[config.mk]
export PLATFORM = sky130hd
export DESIGN_NAME = iob_pcie_chnl_host_flat
export DESIGN_NICKNAME = d
export VERILOG_FILES = /design/src/rtl/iob_pcie_chnl_pkg.sv /design/src/rtl/iob_pcie_chnl_host_if.sv /design/src/rtl/iob_pcie_chnl_beat_cnt.sv /design/src/rtl/iob_pcie_chnl_host.sv /design/src/flat_wrapper.sv
export SDC_FILE = /design/constraint.sdc
export NUM_CORES = 1
export LEC_CHECK = 0
export BUFFER_PORTS_ARGS = -buffer_cell sky130_fd_sc_hd__clkbuf_2
export CORE_AREA = 2 2 207 209
export CTS_CLUSTER_SIZE = 20
export DETAILED_ROUTE_END_ITERATION = 6
export DIE_AREA = 0 0 209 211
export GPL_TIMING_DRIVEN = 1
export HOLD_SLACK_MARGIN = 0.1
export PLACE_DENSITY = 0.63
export SETUP_SLACK_MARGIN = 0.2
export SLEW_MARGIN = 0
export SYNTH_ARGS = -nofsm -noshare
export SYNTH_HDL_FRONTEND = slang
export SYNTH_SLANG_ARGS = --single-unit
[constraint.sdc]
create_clock -name PCIE_CLK -period 14.51 [get_ports PCIE_CLK]
set_clock_uncertainty 0.05 [all_clocks]
set_input_delay 2.902 -clock PCIE_CLK [delete_from_list [all_inputs] [get_ports PCIE_CLK]]
set_output_delay 2.902 -clock PCIE_CLK [all_outputs]
set_load 0.02 [all_outputs]
[src/rtl/iob_pcie_chnl_pkg.sv]
// Shared encodings and widths for the host end of the PCIe user channel.
package iob_pcie_chnl_pkg;

    localparam int LEN_W      = 32;
    localparam int OFF_W      = 31;
    localparam int CNT_W      = LEN_W + 1;
    localparam int DEF_DATA_W = 64;
    localparam int BEAT_WORDS = DEF_DATA_W / 32;

    typedef enum logic [1:0] {
        RX_IDLE = 2'd0,
        RX_REQ  = 2'd1,
        RX_DATA = 2'd2
    } rxState_t;

    typedef enum logic [1:0] {
        TX_IDLE = 2'd0,
        TX_ACK  = 2'd1,
        TX_DATA = 2'd2
    } txState_t;

    function automatic int beatWords(input int dataW);
        return dataW / 32;
    endfunction

endpackage

[src/rtl/iob_pcie_chnl_host_if.sv]
// Command/stream side and CHNL_RX*/CHNL_TX* side of the host channel bridge.
interface iob_pcie_chnl_host_if #(
    parameter int C_PCI_DATA_WIDTH = 64
);
    import iob_pcie_chnl_pkg::*;

    logic                        CMD_VALID;
    logic                        CMD_READY;
    logic [LEN_W-1:0]            CMD_LEN;
    logic [OFF_W-1:0]            CMD_OFF;
    logic                        CMD_LAST;
    logic [C_PCI_DATA_WIDTH-1:0] SRC_DATA;
    logic                        SRC_VALID;
    logic                        SRC_READY;
    logic [C_PCI_DATA_WIDTH-1:0] SNK_DATA;
    logic                        SNK_VALID;
    logic                        SNK_READY;
    logic                        SNK_LAST;
    logic [LEN_W-1:0]            TX_INFO_LEN;
    logic [OFF_W-1:0]            TX_INFO_OFF;
    logic                        TX_INFO_LAST;
    logic                        RX_DONE;
    logic                        TX_DONE;
    logic                        ERR_TIMEOUT;

    logic                        CHNL_RX;
    logic                        CHNL_RX_ACK;
    logic                        CHNL_RX_LAST;
    logic [LEN_W-1:0]            CHNL_RX_LEN;
    logic [OFF_W-1:0]            CHNL_RX_OFF;
    logic [C_PCI_DATA_WIDTH-1:0] CHNL_RX_DATA;
    logic                        CHNL_RX_DATA_VALID;
    logic                        CHNL_RX_DATA_REN;

    logic                        CHNL_TX;
    logic                        CHNL_TX_ACK;
    logic                        CHNL_TX_LAST;
    logic [LEN_W-1:0]            CHNL_TX_LEN;
    logic [OFF_W-1:0]            CHNL_TX_OFF;
    logic [C_PCI_DATA_WIDTH-1:0] CHNL_TX_DATA;
    logic                        CHNL_TX_DATA_VALID;
    logic                        CHNL_TX_DATA_REN;

    modport master (
        input  CMD_VALID, CMD_LEN, CMD_OFF, CMD_LAST, SRC_DATA, SRC_VALID, SNK_READY,
        input  CHNL_RX_ACK, CHNL_RX_DATA_REN,
        input  CHNL_TX, CHNL_TX_LAST, CHNL_TX_LEN, CHNL_TX_OFF, CHNL_TX_DATA, CHNL_TX_DATA_VALID,
        output CMD_READY, SRC_READY, SNK_DATA, SNK_VALID, SNK_LAST,
        output TX_INFO_LEN, TX_INFO_OFF, TX_INFO_LAST, RX_DONE, TX_DONE, ERR_TIMEOUT,
        output CHNL_RX, CHNL_RX_LAST, CHNL_RX_LEN, CHNL_RX_OFF, CHNL_RX_DATA, CHNL_RX_DATA_VALID,
        output CHNL_TX_ACK, CHNL_TX_DATA_REN
    );

    modport slave (
        output CMD_VALID, CMD_LEN, CMD_OFF, CMD_LAST, SRC_DATA, SRC_VALID, SNK_READY,
        output CHNL_RX_ACK, CHNL_RX_DATA_REN,
        output CHNL_TX, CHNL_TX_LAST, CHNL_TX_LEN, CHNL_TX_OFF, CHNL_TX_DATA, CHNL_TX_DATA_VALID,
        input  CMD_READY, SRC_READY, SNK_DATA, SNK_VALID, SNK_LAST,
        input  TX_INFO_LEN, TX_INFO_OFF, TX_INFO_LAST, RX_DONE, TX_DONE, ERR_TIMEOUT,
        input  CHNL_RX, CHNL_RX_LAST, CHNL_RX_LEN, CHNL_RX_OFF, CHNL_RX_DATA, CHNL_RX_DATA_VALID,
        input  CHNL_TX_ACK, CHNL_TX_DATA_REN
    );

endinterface

[src/rtl/iob_pcie_chnl_beat_cnt.sv]
// Transfer word counter: 33 bits so a length near 2^32 cannot wrap.
module iob_pcie_chnl_beat_cnt
    import iob_pcie_chnl_pkg::*;
#(
    parameter int BEAT_W = BEAT_WORDS
) (
    input  logic             PCIE_CLK,
    input  logic             PCIE_RST,
    input  logic             clr,
    input  logic             add,
    input  logic [LEN_W-1:0] len,
    output logic             geLen,
    output logic             lastBeat
);

    logic [CNT_W-1:0] wordCnt;
    logic [CNT_W:0]   nextSum;

    always_ff @(posedge PCIE_CLK or posedge PCIE_RST) begin
        if (PCIE_RST) begin
            wordCnt <= '0;
        end else if (clr) begin
            wordCnt <= '0;
        end else if (add) begin
            wordCnt <= wordCnt + CNT_W'(BEAT_W);
        end
    end

    // lastBeat looks one beat ahead: true when the beat now on offer finishes the length.
    assign nextSum  = {1'b0, wordCnt} + (CNT_W + 1)'(BEAT_W);
    assign geLen    = wordCnt >= CNT_W'(len);
    assign lastBeat = nextSum >= (CNT_W + 1)'(len);

endmodule

[src/rtl/iob_pcie_chnl_host.sv]
// Host end of the PCIe user channel: RX FSM drives CHNL_RX* from commands and
// the source stream, TX FSM accepts CHNL_TX* transfers into the sink stream.
//
// state   | meaning
// RX_IDLE | CMD_READY high, waiting for a command
// RX_REQ  | CHNL_RX high, waiting for CHNL_RX_ACK (timed)
// RX_DATA | moving source beats until the word count covers LEN
// TX_IDLE | waiting for CHNL_TX, captures TX_INFO_*
// TX_ACK  | CHNL_TX_ACK for one cycle
// TX_DATA | moving channel beats to the sink until the last beat
module iob_pcie_chnl_host
    import iob_pcie_chnl_pkg::*;
#(
    parameter int C_PCI_DATA_WIDTH = 64,
    parameter int TIMEOUT_W        = 16
) (
    input logic                   PCIE_CLK,
    input logic                   PCIE_RST,
    iob_pcie_chnl_host_if.master  bus
);

    localparam int BW = beatWords(C_PCI_DATA_WIDTH);
    localparam logic [TIMEOUT_W-1:0] TMO_LAST = {{(TIMEOUT_W - 1){1'b1}}, 1'b0};

    rxState_t             rxState, rxNext;
    logic                 rxCapture, rxFinish, rxTmo, rxTmrRun;
    logic                 rxWin, rxBeat, rxGe;
    logic [TIMEOUT_W-1:0] rxTmr;
    logic [LEN_W-1:0]     rxLen;
    logic [OFF_W-1:0]     rxOff;
    logic                 rxLast, rxDone, errTmo;

    txState_t             txState, txNext;
    logic                 txCapture, txFinish;
    logic                 txWin, txBeat, txGe, txLastBeat;
    logic [LEN_W-1:0]     txLen;
    logic [OFF_W-1:0]     txOff;
    logic                 txLast, txDone;

    always_ff @(posedge PCIE_CLK or posedge PCIE_RST) begin
        if (PCIE_RST) begin
            rxState <= RX_IDLE;
            txState <= TX_IDLE;
        end else begin
            rxState <= rxNext;
            txState <= txNext;
        end
    end

    // The ACK timer is one short of its limit so the flag rises after 2^W-1 REQ cycles.
    always_comb begin
        rxNext    = rxState;
        rxCapture = 1'b0;
        rxFinish  = 1'b0;
        rxTmo     = 1'b0;
        rxTmrRun  = 1'b0;
        unique case (rxState)
            RX_IDLE: begin
                if (bus.CMD_VALID) begin
                    rxCapture = 1'b1;
                    rxNext    = RX_REQ;
                end
            end
            RX_REQ: begin
                if (bus.CHNL_RX_ACK) begin
                    rxNext = RX_DATA;
                end else if (rxTmr == TMO_LAST) begin
                    rxTmo  = 1'b1;
                    rxNext = RX_IDLE;
                end else begin
                    rxTmrRun = 1'b1;
                end
            end
            RX_DATA: begin
                if (rxGe) begin
                    rxFinish = 1'b1;
                    rxNext   = RX_IDLE;
                end
            end
            default: rxNext = RX_IDLE;
        endcase
    end

    always_comb begin
        txNext    = txState;
        txCapture = 1'b0;
        txFinish  = 1'b0;
        unique case (txState)
            TX_IDLE: begin
                if (bus.CHNL_TX) begin
                    txCapture = 1'b1;
                    txNext    = TX_ACK;
                end
            end
            TX_ACK: begin
                // Counter was cleared at capture, so geLen here means LEN == 0.
                if (txGe) begin
                    txFinish = 1'b1;
                    txNext   = TX_IDLE;
                end else begin
                    txNext = TX_DATA;
                end
            end
            TX_DATA: begin
                if ((txBeat && txLastBeat) || !bus.CHNL_TX) begin
                    txFinish = 1'b1;
                    txNext   = TX_IDLE;
                end
            end
            default: txNext = TX_IDLE;
        endcase
    end

    always_ff @(posedge PCIE_CLK or posedge PCIE_RST) begin
        if (PCIE_RST) begin
            rxLen  <= '0;
            rxOff  <= '0;
            rxLast <= 1'b0;
            rxTmr  <= '0;
            rxDone <= 1'b0;
            errTmo <= 1'b0;
            txLen  <= '0;
            txOff  <= '0;
            txLast <= 1'b0;
            txDone <= 1'b0;
        end else begin
            rxDone <= rxFinish;
            txDone <= txFinish;
            if (rxTmo) begin
                errTmo <= 1'b1;
            end
            if (rxCapture) begin
                rxLen  <= bus.CMD_LEN;
                rxOff  <= bus.CMD_OFF;
                rxLast <= bus.CMD_LAST;
                rxTmr  <= '0;
            end else if (rxTmrRun) begin
                rxTmr <= rxTmr + TIMEOUT_W'(1);
            end
            if (txCapture) begin
                txLen  <= bus.CHNL_TX_LEN;
                txOff  <= bus.CHNL_TX_OFF;
                txLast <= bus.CHNL_TX_LAST;
            end
        end
    end

    iob_pcie_chnl_beat_cnt #(.BEAT_W(BW)) u_rx_cnt (
        .PCIE_CLK (PCIE_CLK),
        .PCIE_RST (PCIE_RST),
        .clr      (rxCapture),
        .add      (rxBeat),
        .len      (rxLen),
        .geLen    (rxGe),
        .lastBeat ()
    );

    iob_pcie_chnl_beat_cnt #(.BEAT_W(BW)) u_tx_cnt (
        .PCIE_CLK (PCIE_CLK),
        .PCIE_RST (PCIE_RST),
        .clr      (txCapture),
        .add      (txBeat),
        .len      (txLen),
        .geLen    (txGe),
        .lastBeat (txLastBeat)
    );

    // RX window closes once the count covers LEN, so the closing cycle moves no data.
    assign rxWin  = (rxState == RX_DATA) && !rxGe;
    assign rxBeat = bus.CHNL_RX_DATA_VALID && bus.CHNL_RX_DATA_REN;
    assign txWin  = (txState == TX_DATA);
    assign txBeat = bus.SNK_VALID && bus.CHNL_TX_DATA_REN;

    assign bus.CMD_READY          = (rxState == RX_IDLE);
    assign bus.CHNL_RX            = (rxState != RX_IDLE);
    assign bus.CHNL_RX_LEN        = rxLen;
    assign bus.CHNL_RX_OFF        = rxOff;
    assign bus.CHNL_RX_LAST       = rxLast;
    assign bus.CHNL_RX_DATA       = rxWin ? bus.SRC_DATA : '0;
    assign bus.CHNL_RX_DATA_VALID = rxWin && bus.SRC_VALID;
    assign bus.SRC_READY          = rxWin && bus.CHNL_RX_DATA_REN;
    assign bus.RX_DONE            = rxDone;
    assign bus.ERR_TIMEOUT        = errTmo;

    assign bus.CHNL_TX_ACK      = (txState == TX_ACK);
    assign bus.SNK_DATA         = txWin ? bus.CHNL_TX_DATA : '0;
    assign bus.SNK_VALID        = txWin && bus.CHNL_TX_DATA_VALID;
    assign bus.CHNL_TX_DATA_REN = txWin && bus.SNK_READY;
    assign bus.SNK_LAST         = bus.SNK_VALID && txLastBeat;
    assign bus.TX_INFO_LEN      = txLen;
    assign bus.TX_INFO_OFF      = txOff;
    assign bus.TX_INFO_LAST     = txLast;
    assign bus.TX_DONE          = txDone;

endmodule

[src/flat_wrapper.sv]
// flat-port wrapper written by rule: the top's interface ports become plain ports
module iob_pcie_chnl_host_flat import iob_pcie_chnl_pkg::*;
#(
    parameter int C_PCI_DATA_WIDTH = 64,
    parameter int TIMEOUT_W        = 16
)
  (PCIE_CLK, PCIE_RST, bus_CMD_VALID, bus_CMD_LEN, bus_CMD_OFF, bus_CMD_LAST, bus_SRC_DATA, bus_SRC_VALID, bus_SNK_READY, bus_CHNL_RX_ACK, bus_CHNL_RX_DATA_REN, bus_CHNL_TX, bus_CHNL_TX_LAST, bus_CHNL_TX_LEN, bus_CHNL_TX_OFF, bus_CHNL_TX_DATA, bus_CHNL_TX_DATA_VALID, bus_CMD_READY, bus_SRC_READY, bus_SNK_DATA, bus_SNK_VALID, bus_SNK_LAST, bus_TX_INFO_LEN, bus_TX_INFO_OFF, bus_TX_INFO_LAST, bus_RX_DONE, bus_TX_DONE, bus_ERR_TIMEOUT, bus_CHNL_RX, bus_CHNL_RX_LAST, bus_CHNL_RX_LEN, bus_CHNL_RX_OFF, bus_CHNL_RX_DATA, bus_CHNL_RX_DATA_VALID, bus_CHNL_TX_ACK, bus_CHNL_TX_DATA_REN);
  iob_pcie_chnl_host_if #(.C_PCI_DATA_WIDTH(C_PCI_DATA_WIDTH)) bus_i ();
  input logic PCIE_CLK;
  input logic PCIE_RST;
  input wire logic [$bits(bus_i.CMD_VALID)-1:0] bus_CMD_VALID;
  input wire logic [$bits(bus_i.CMD_LEN)-1:0] bus_CMD_LEN;
  input wire logic [$bits(bus_i.CMD_OFF)-1:0] bus_CMD_OFF;
  input wire logic [$bits(bus_i.CMD_LAST)-1:0] bus_CMD_LAST;
  input wire logic [$bits(bus_i.SRC_DATA)-1:0] bus_SRC_DATA;
  input wire logic [$bits(bus_i.SRC_VALID)-1:0] bus_SRC_VALID;
  input wire logic [$bits(bus_i.SNK_READY)-1:0] bus_SNK_READY;
  input wire logic [$bits(bus_i.CHNL_RX_ACK)-1:0] bus_CHNL_RX_ACK;
  input wire logic [$bits(bus_i.CHNL_RX_DATA_REN)-1:0] bus_CHNL_RX_DATA_REN;
  input wire logic [$bits(bus_i.CHNL_TX)-1:0] bus_CHNL_TX;
  input wire logic [$bits(bus_i.CHNL_TX_LAST)-1:0] bus_CHNL_TX_LAST;
  input wire logic [$bits(bus_i.CHNL_TX_LEN)-1:0] bus_CHNL_TX_LEN;
  input wire logic [$bits(bus_i.CHNL_TX_OFF)-1:0] bus_CHNL_TX_OFF;
  input wire logic [$bits(bus_i.CHNL_TX_DATA)-1:0] bus_CHNL_TX_DATA;
  input wire logic [$bits(bus_i.CHNL_TX_DATA_VALID)-1:0] bus_CHNL_TX_DATA_VALID;
  output wire logic [$bits(bus_i.CMD_READY)-1:0] bus_CMD_READY;
  output wire logic [$bits(bus_i.SRC_READY)-1:0] bus_SRC_READY;
  output wire logic [$bits(bus_i.SNK_DATA)-1:0] bus_SNK_DATA;
  output wire logic [$bits(bus_i.SNK_VALID)-1:0] bus_SNK_VALID;
  output wire logic [$bits(bus_i.SNK_LAST)-1:0] bus_SNK_LAST;
  output wire logic [$bits(bus_i.TX_INFO_LEN)-1:0] bus_TX_INFO_LEN;
  output wire logic [$bits(bus_i.TX_INFO_OFF)-1:0] bus_TX_INFO_OFF;
  output wire logic [$bits(bus_i.TX_INFO_LAST)-1:0] bus_TX_INFO_LAST;
  output wire logic [$bits(bus_i.RX_DONE)-1:0] bus_RX_DONE;
  output wire logic [$bits(bus_i.TX_DONE)-1:0] bus_TX_DONE;
  output wire logic [$bits(bus_i.ERR_TIMEOUT)-1:0] bus_ERR_TIMEOUT;
  output wire logic [$bits(bus_i.CHNL_RX)-1:0] bus_CHNL_RX;
  output wire logic [$bits(bus_i.CHNL_RX_LAST)-1:0] bus_CHNL_RX_LAST;
  output wire logic [$bits(bus_i.CHNL_RX_LEN)-1:0] bus_CHNL_RX_LEN;
  output wire logic [$bits(bus_i.CHNL_RX_OFF)-1:0] bus_CHNL_RX_OFF;
  output wire logic [$bits(bus_i.CHNL_RX_DATA)-1:0] bus_CHNL_RX_DATA;
  output wire logic [$bits(bus_i.CHNL_RX_DATA_VALID)-1:0] bus_CHNL_RX_DATA_VALID;
  output wire logic [$bits(bus_i.CHNL_TX_ACK)-1:0] bus_CHNL_TX_ACK;
  output wire logic [$bits(bus_i.CHNL_TX_DATA_REN)-1:0] bus_CHNL_TX_DATA_REN;
  assign bus_i.CMD_VALID = bus_CMD_VALID;
  assign bus_i.CMD_LEN = bus_CMD_LEN;
  assign bus_i.CMD_OFF = bus_CMD_OFF;
  assign bus_i.CMD_LAST = bus_CMD_LAST;
  assign bus_i.SRC_DATA = bus_SRC_DATA;
  assign bus_i.SRC_VALID = bus_SRC_VALID;
  assign bus_i.SNK_READY = bus_SNK_READY;
  assign bus_i.CHNL_RX_ACK = bus_CHNL_RX_ACK;
  assign bus_i.CHNL_RX_DATA_REN = bus_CHNL_RX_DATA_REN;
  assign bus_i.CHNL_TX = bus_CHNL_TX;
  assign bus_i.CHNL_TX_LAST = bus_CHNL_TX_LAST;
  assign bus_i.CHNL_TX_LEN = bus_CHNL_TX_LEN;
  assign bus_i.CHNL_TX_OFF = bus_CHNL_TX_OFF;
  assign bus_i.CHNL_TX_DATA = bus_CHNL_TX_DATA;
  assign bus_i.CHNL_TX_DATA_VALID = bus_CHNL_TX_DATA_VALID;
  assign bus_CMD_READY = bus_i.CMD_READY;
  assign bus_SRC_READY = bus_i.SRC_READY;
  assign bus_SNK_DATA = bus_i.SNK_DATA;
  assign bus_SNK_VALID = bus_i.SNK_VALID;
  assign bus_SNK_LAST = bus_i.SNK_LAST;
  assign bus_TX_INFO_LEN = bus_i.TX_INFO_LEN;
  assign bus_TX_INFO_OFF = bus_i.TX_INFO_OFF;
  assign bus_TX_INFO_LAST = bus_i.TX_INFO_LAST;
  assign bus_RX_DONE = bus_i.RX_DONE;
  assign bus_TX_DONE = bus_i.TX_DONE;
  assign bus_ERR_TIMEOUT = bus_i.ERR_TIMEOUT;
  assign bus_CHNL_RX = bus_i.CHNL_RX;
  assign bus_CHNL_RX_LAST = bus_i.CHNL_RX_LAST;
  assign bus_CHNL_RX_LEN = bus_i.CHNL_RX_LEN;
  assign bus_CHNL_RX_OFF = bus_i.CHNL_RX_OFF;
  assign bus_CHNL_RX_DATA = bus_i.CHNL_RX_DATA;
  assign bus_CHNL_RX_DATA_VALID = bus_i.CHNL_RX_DATA_VALID;
  assign bus_CHNL_TX_ACK = bus_i.CHNL_TX_ACK;
  assign bus_CHNL_TX_DATA_REN = bus_i.CHNL_TX_DATA_REN;
  iob_pcie_chnl_host #(.C_PCI_DATA_WIDTH(C_PCI_DATA_WIDTH), .TIMEOUT_W(TIMEOUT_W)) u_core (.PCIE_CLK(PCIE_CLK), .PCIE_RST(PCIE_RST), .bus(bus_i));
endmodule
==> flow_summary.ini <==
[place]
dp_cells = 2429
port_buffers = 531
dp_hpwl_um = 31500
gp_congestion = 0.869

[drt]
drt-initial-drc-count = 738
vias_per_cell = 4.83
wl_um = 40900
dr.pass1.iters = 5
via_count = 11978
drcViolationCount = 0
wl_per_cell_um = 16.5
antenna_left = 0

[job]
cap_viol_max_count = 0

[setup_path]
crit_arrival_ns = 4.28
reg2reg_from = u_core.u_tx_cnt.wordCnt[1]
cp.required_ns = 11.56
critPathMaxFanout = 6
critPathSlowestCell = dfrtp_1
r2r-end = u_core.txState[0]
crit_chain = ha_1, and3_1, nand4_1, nor2_1, nand3_1, nor2_1, xor2_1, ha_1, and4_1, nor4b_1, a21bo_2, a211o_1, o22ai_1, a21boi_0, clkbuf_2
reg2regPathDepth = 15
cp-start-kind = flop
path_class = reg -> out
endpoint_kind = primary output
rrSetupSlack_ns = 10.40
critical_path.max_stage_delay_ns = 0.44

[clocking]
htreeDepth = 1
clock_latency_ns = 0.55
cts_buffer_depth = 3
cts_tree = yes
postCtsHoldBufs = 0
cts-root-buf = clkbuf_16
cts_sinks = 215
postCtsResizedCells = 0
cts_setup_buffers = 0
cts_made_buffers = 27
clk_pin_slew_ns = 0.06

[floorplan]
die_w_um = 209
initial_utilization_pct = 30.8
core-area_um2 = 41800
std_cell_rows = 75
io_pins = 532
die_height_um = 211
die_area_um2 = 44100

[sta]
final-setup-viol-count = 0
slew_viol_final = 0
maxSlewHeadroom_pct = 31.8
hold_violations = 0
grt_setup_unrepaired = false
worstMarginPinSlew_ns = 1.02
clock.fmax_mhz = 138
setup_tns_ns = 0
fin_crit_ns = 7.23
period_share_pct = 49.9
hold_ws_ns = 0.409

[layout]
instances_no_fill = 2478
diodes = 0
drive_above_1_share_pct = 32.8
num-fill-cells = 4164
area_growth_syn_to_layout_pct = 31.3
fin_nets = 2285

[logic_synthesis]
synth_edf_count = 0
synthTopCellsByArea = dfrtp_1 (42%), ha_1 (9.8%), and2_1 (6.9%)
synth_fp_nets = 1782
yosysSeqAreaShare_pct = 41.8
synth-main-ff-cell = dfrtp_1
synth_area_um2 = 12900
syn_inst = 1416
ys_types = 72
synthDominantCellAreaShare_pct = 41.8
ys_ff_latch = 215
postSynth.asyncResetShare_pct = 100
synth_area_per_cell_um2 = 9.08
synth_warnings = 0
yosysTopAreaCell = dfrtp_1

[hold_path]
min_path_cells = 1
hold_class = reg -> reg
worstHoldEndpoint = u_core.bus.ERR_TIMEOUT
hp-start = u_core.bus.ERR_TIMEOUT

[power_and_ir_drop]
p_leak_nw = 8.90
power_per_cell_area_nw_per_um2 = 174
vdd_ir_drop_max_v = 0.000160

[grt]
grt_max_degree = 138
grt_overflow_total = 0
grt_pass1_wl_um = 63600
antenna_found_initial = 0
grt_util_all_layers_pct = 17.8
grt_pass1_vias = 11773

[run_status]
outcome = complete, no violations
[worst max-delay path: cells and delay by family (launching register included)]
family | cells | cell delay, ns
simple gates | 7 | 1.59
compound gates | 4 | 0.83
fa+ha+maj | 2 | 0.50
flops | 1 | 0.44
xor+xnor | 1 | 0.19
buf+inv | 1 | 0.19
[synthesized netlist by cell type (all sizes together), types with 12 or more instances]
cell and instances:
a21oi 46, nand4 38, xor2 37, or4 12, ha 101, and3 13, nor3 16, a21o 17
xnor2 30, dfrtp 215, nand2 231, nand3 39, inv 79, mux2i 14, nor2 80, and2 142
mux2 34, o21ai 92, clkbuf 54
[worst max path at each step]
stage | slack [ns] | cells past startpoint | startpoint | endpoint
global placement | 7.95 | 15 | u_core.u_tx_cnt.wordCnt[1] | bus_SNK_LAST
detailed placement | 7.88 | 15 | u_core.u_tx_cnt.wordCnt[1] | bus_SNK_LAST
floorplan | 5.68 | 1 | PCIE_RST | u_core.bus.CHNL_RX_LAST
finish | 7.28 | 15 | u_core.u_tx_cnt.wordCnt[1] | bus_SNK_LAST
CTS | 7.27 | 15 | u_core.u_tx_cnt.wordCnt[1] | bus_SNK_LAST
global route | 6.92 | 15 | u_core.u_tx_cnt.wordCnt[1] | bus_SNK_LAST
[area by class of cell]
| cell class | instances | area, um2 | share of cell area (%) |
|---|---|---|---|
| tap | 539 | 674 | 3.99 |
| inverter | 79 | 304 | 1.80 |
| clock inverter | 11 | 121 | 0.719 |
| timing repair buffer | 539 | 2720 | 16.1 |
| multi-input combinational | 1057 | 6920 | 41.0 |
| clock buffer | 38 | 767 | 4.54 |
| sequential | 215 | 5380 | 31.9 |
[state kept, by name, indices dropped and copies added (netlist names), 16 cells and up]
signal	count
u_core.u_tx_cnt.wordCnt	32
u_core.rxTmr	16
u_core.bus.CHNL_RX_LEN	32
u_core.bus.CHNL_RX_OFF	31
u_core.bus.TX_INFO_LEN	32
u_core.bus.TX_INFO_OFF	31
u_core.u_rx_cnt.wordCnt	32
[cells in the final DEF (no fill, tap or decap), types with 5 or more instances in the layout]
master,count
a21o_1,17
a21oi_1,46
and2_1,139
and3_1,13
and4_1,11
buf_4,8
clkbuf_1,6
clkbuf_16,27
clkbuf_2,531
clkbuf_8,5
dfrtp_1,215
ha_1,101
inv_1,78
mux2_2,34
mux2i_1,14
nand2_1,230
nand2b_1,11
nand3_1,38
nand4_1,37
nand4b_1,5
nor2_1,79
nor3_1,15
nor4_1,6
o211ai_1,5
o21ai_0,87
o311ai_0,7
o31ai_1,6
o41ai_1,9
or3_1,11
or4_1,11
xnor2_1,30
xor2_1,37
[report_power, final]
group	internal, mW	switching, mW
sequential	0.788	0.110
clock	0.404	0.269
combinational	0.453	0.910
total	1.64	1.29
[metrics by stage]
stage / utilization, % / power [mW] / instance area (um2) / setup WS (ns)
final: 40.4 / 2.93 / 16900 / 7.28
after global placement: 38.3 / 2.25 / 16000 / 7.95
after global routing: 40.4 / 3.14 / 16900 / 6.92
after detailed placement: 38.3 / 2.28 / 16000 / 7.88
after floorplan: - / 1.77 / 12900 / 5.68
after CTS: 40.4 / 2.98 / 16900 / 7.27
[kinds of logic (layout without fill, tap and decap cells)]
logic type | after synthesis | after routing | share of synthesized area (%)
compound gates | 213 | 213 | 10.4
xor+xnor | 67 | 67 | 4.56
fa+ha+maj | 101 | 101 | 9.83
buf+inv | 144 | 667 | 4.41
flops | 215 | 215 | 41.8
mux | 48 | 48 | 4.07
simple gates | 628 | 628 | 24.9
[per-layer routing]
| layer | vias to the layer above | global-route usage, % | share of wire (%) | routed length, um |
|---|---|---|---|---|
| met5 | - | 0 | 0 | 0 |
| met4 | 0 | 4.33 | 2.4 | 968 |
| met3 | 58 | 4.07 | 6.5 | 2640 |
| met2 | 403 | 29.9 | 48 | 19500 |
| met1 | 5662 | 23.3 | 43 | 17800 |
| li1 | 5855 | - | - | - |
(Power assumes the default switching activity.)
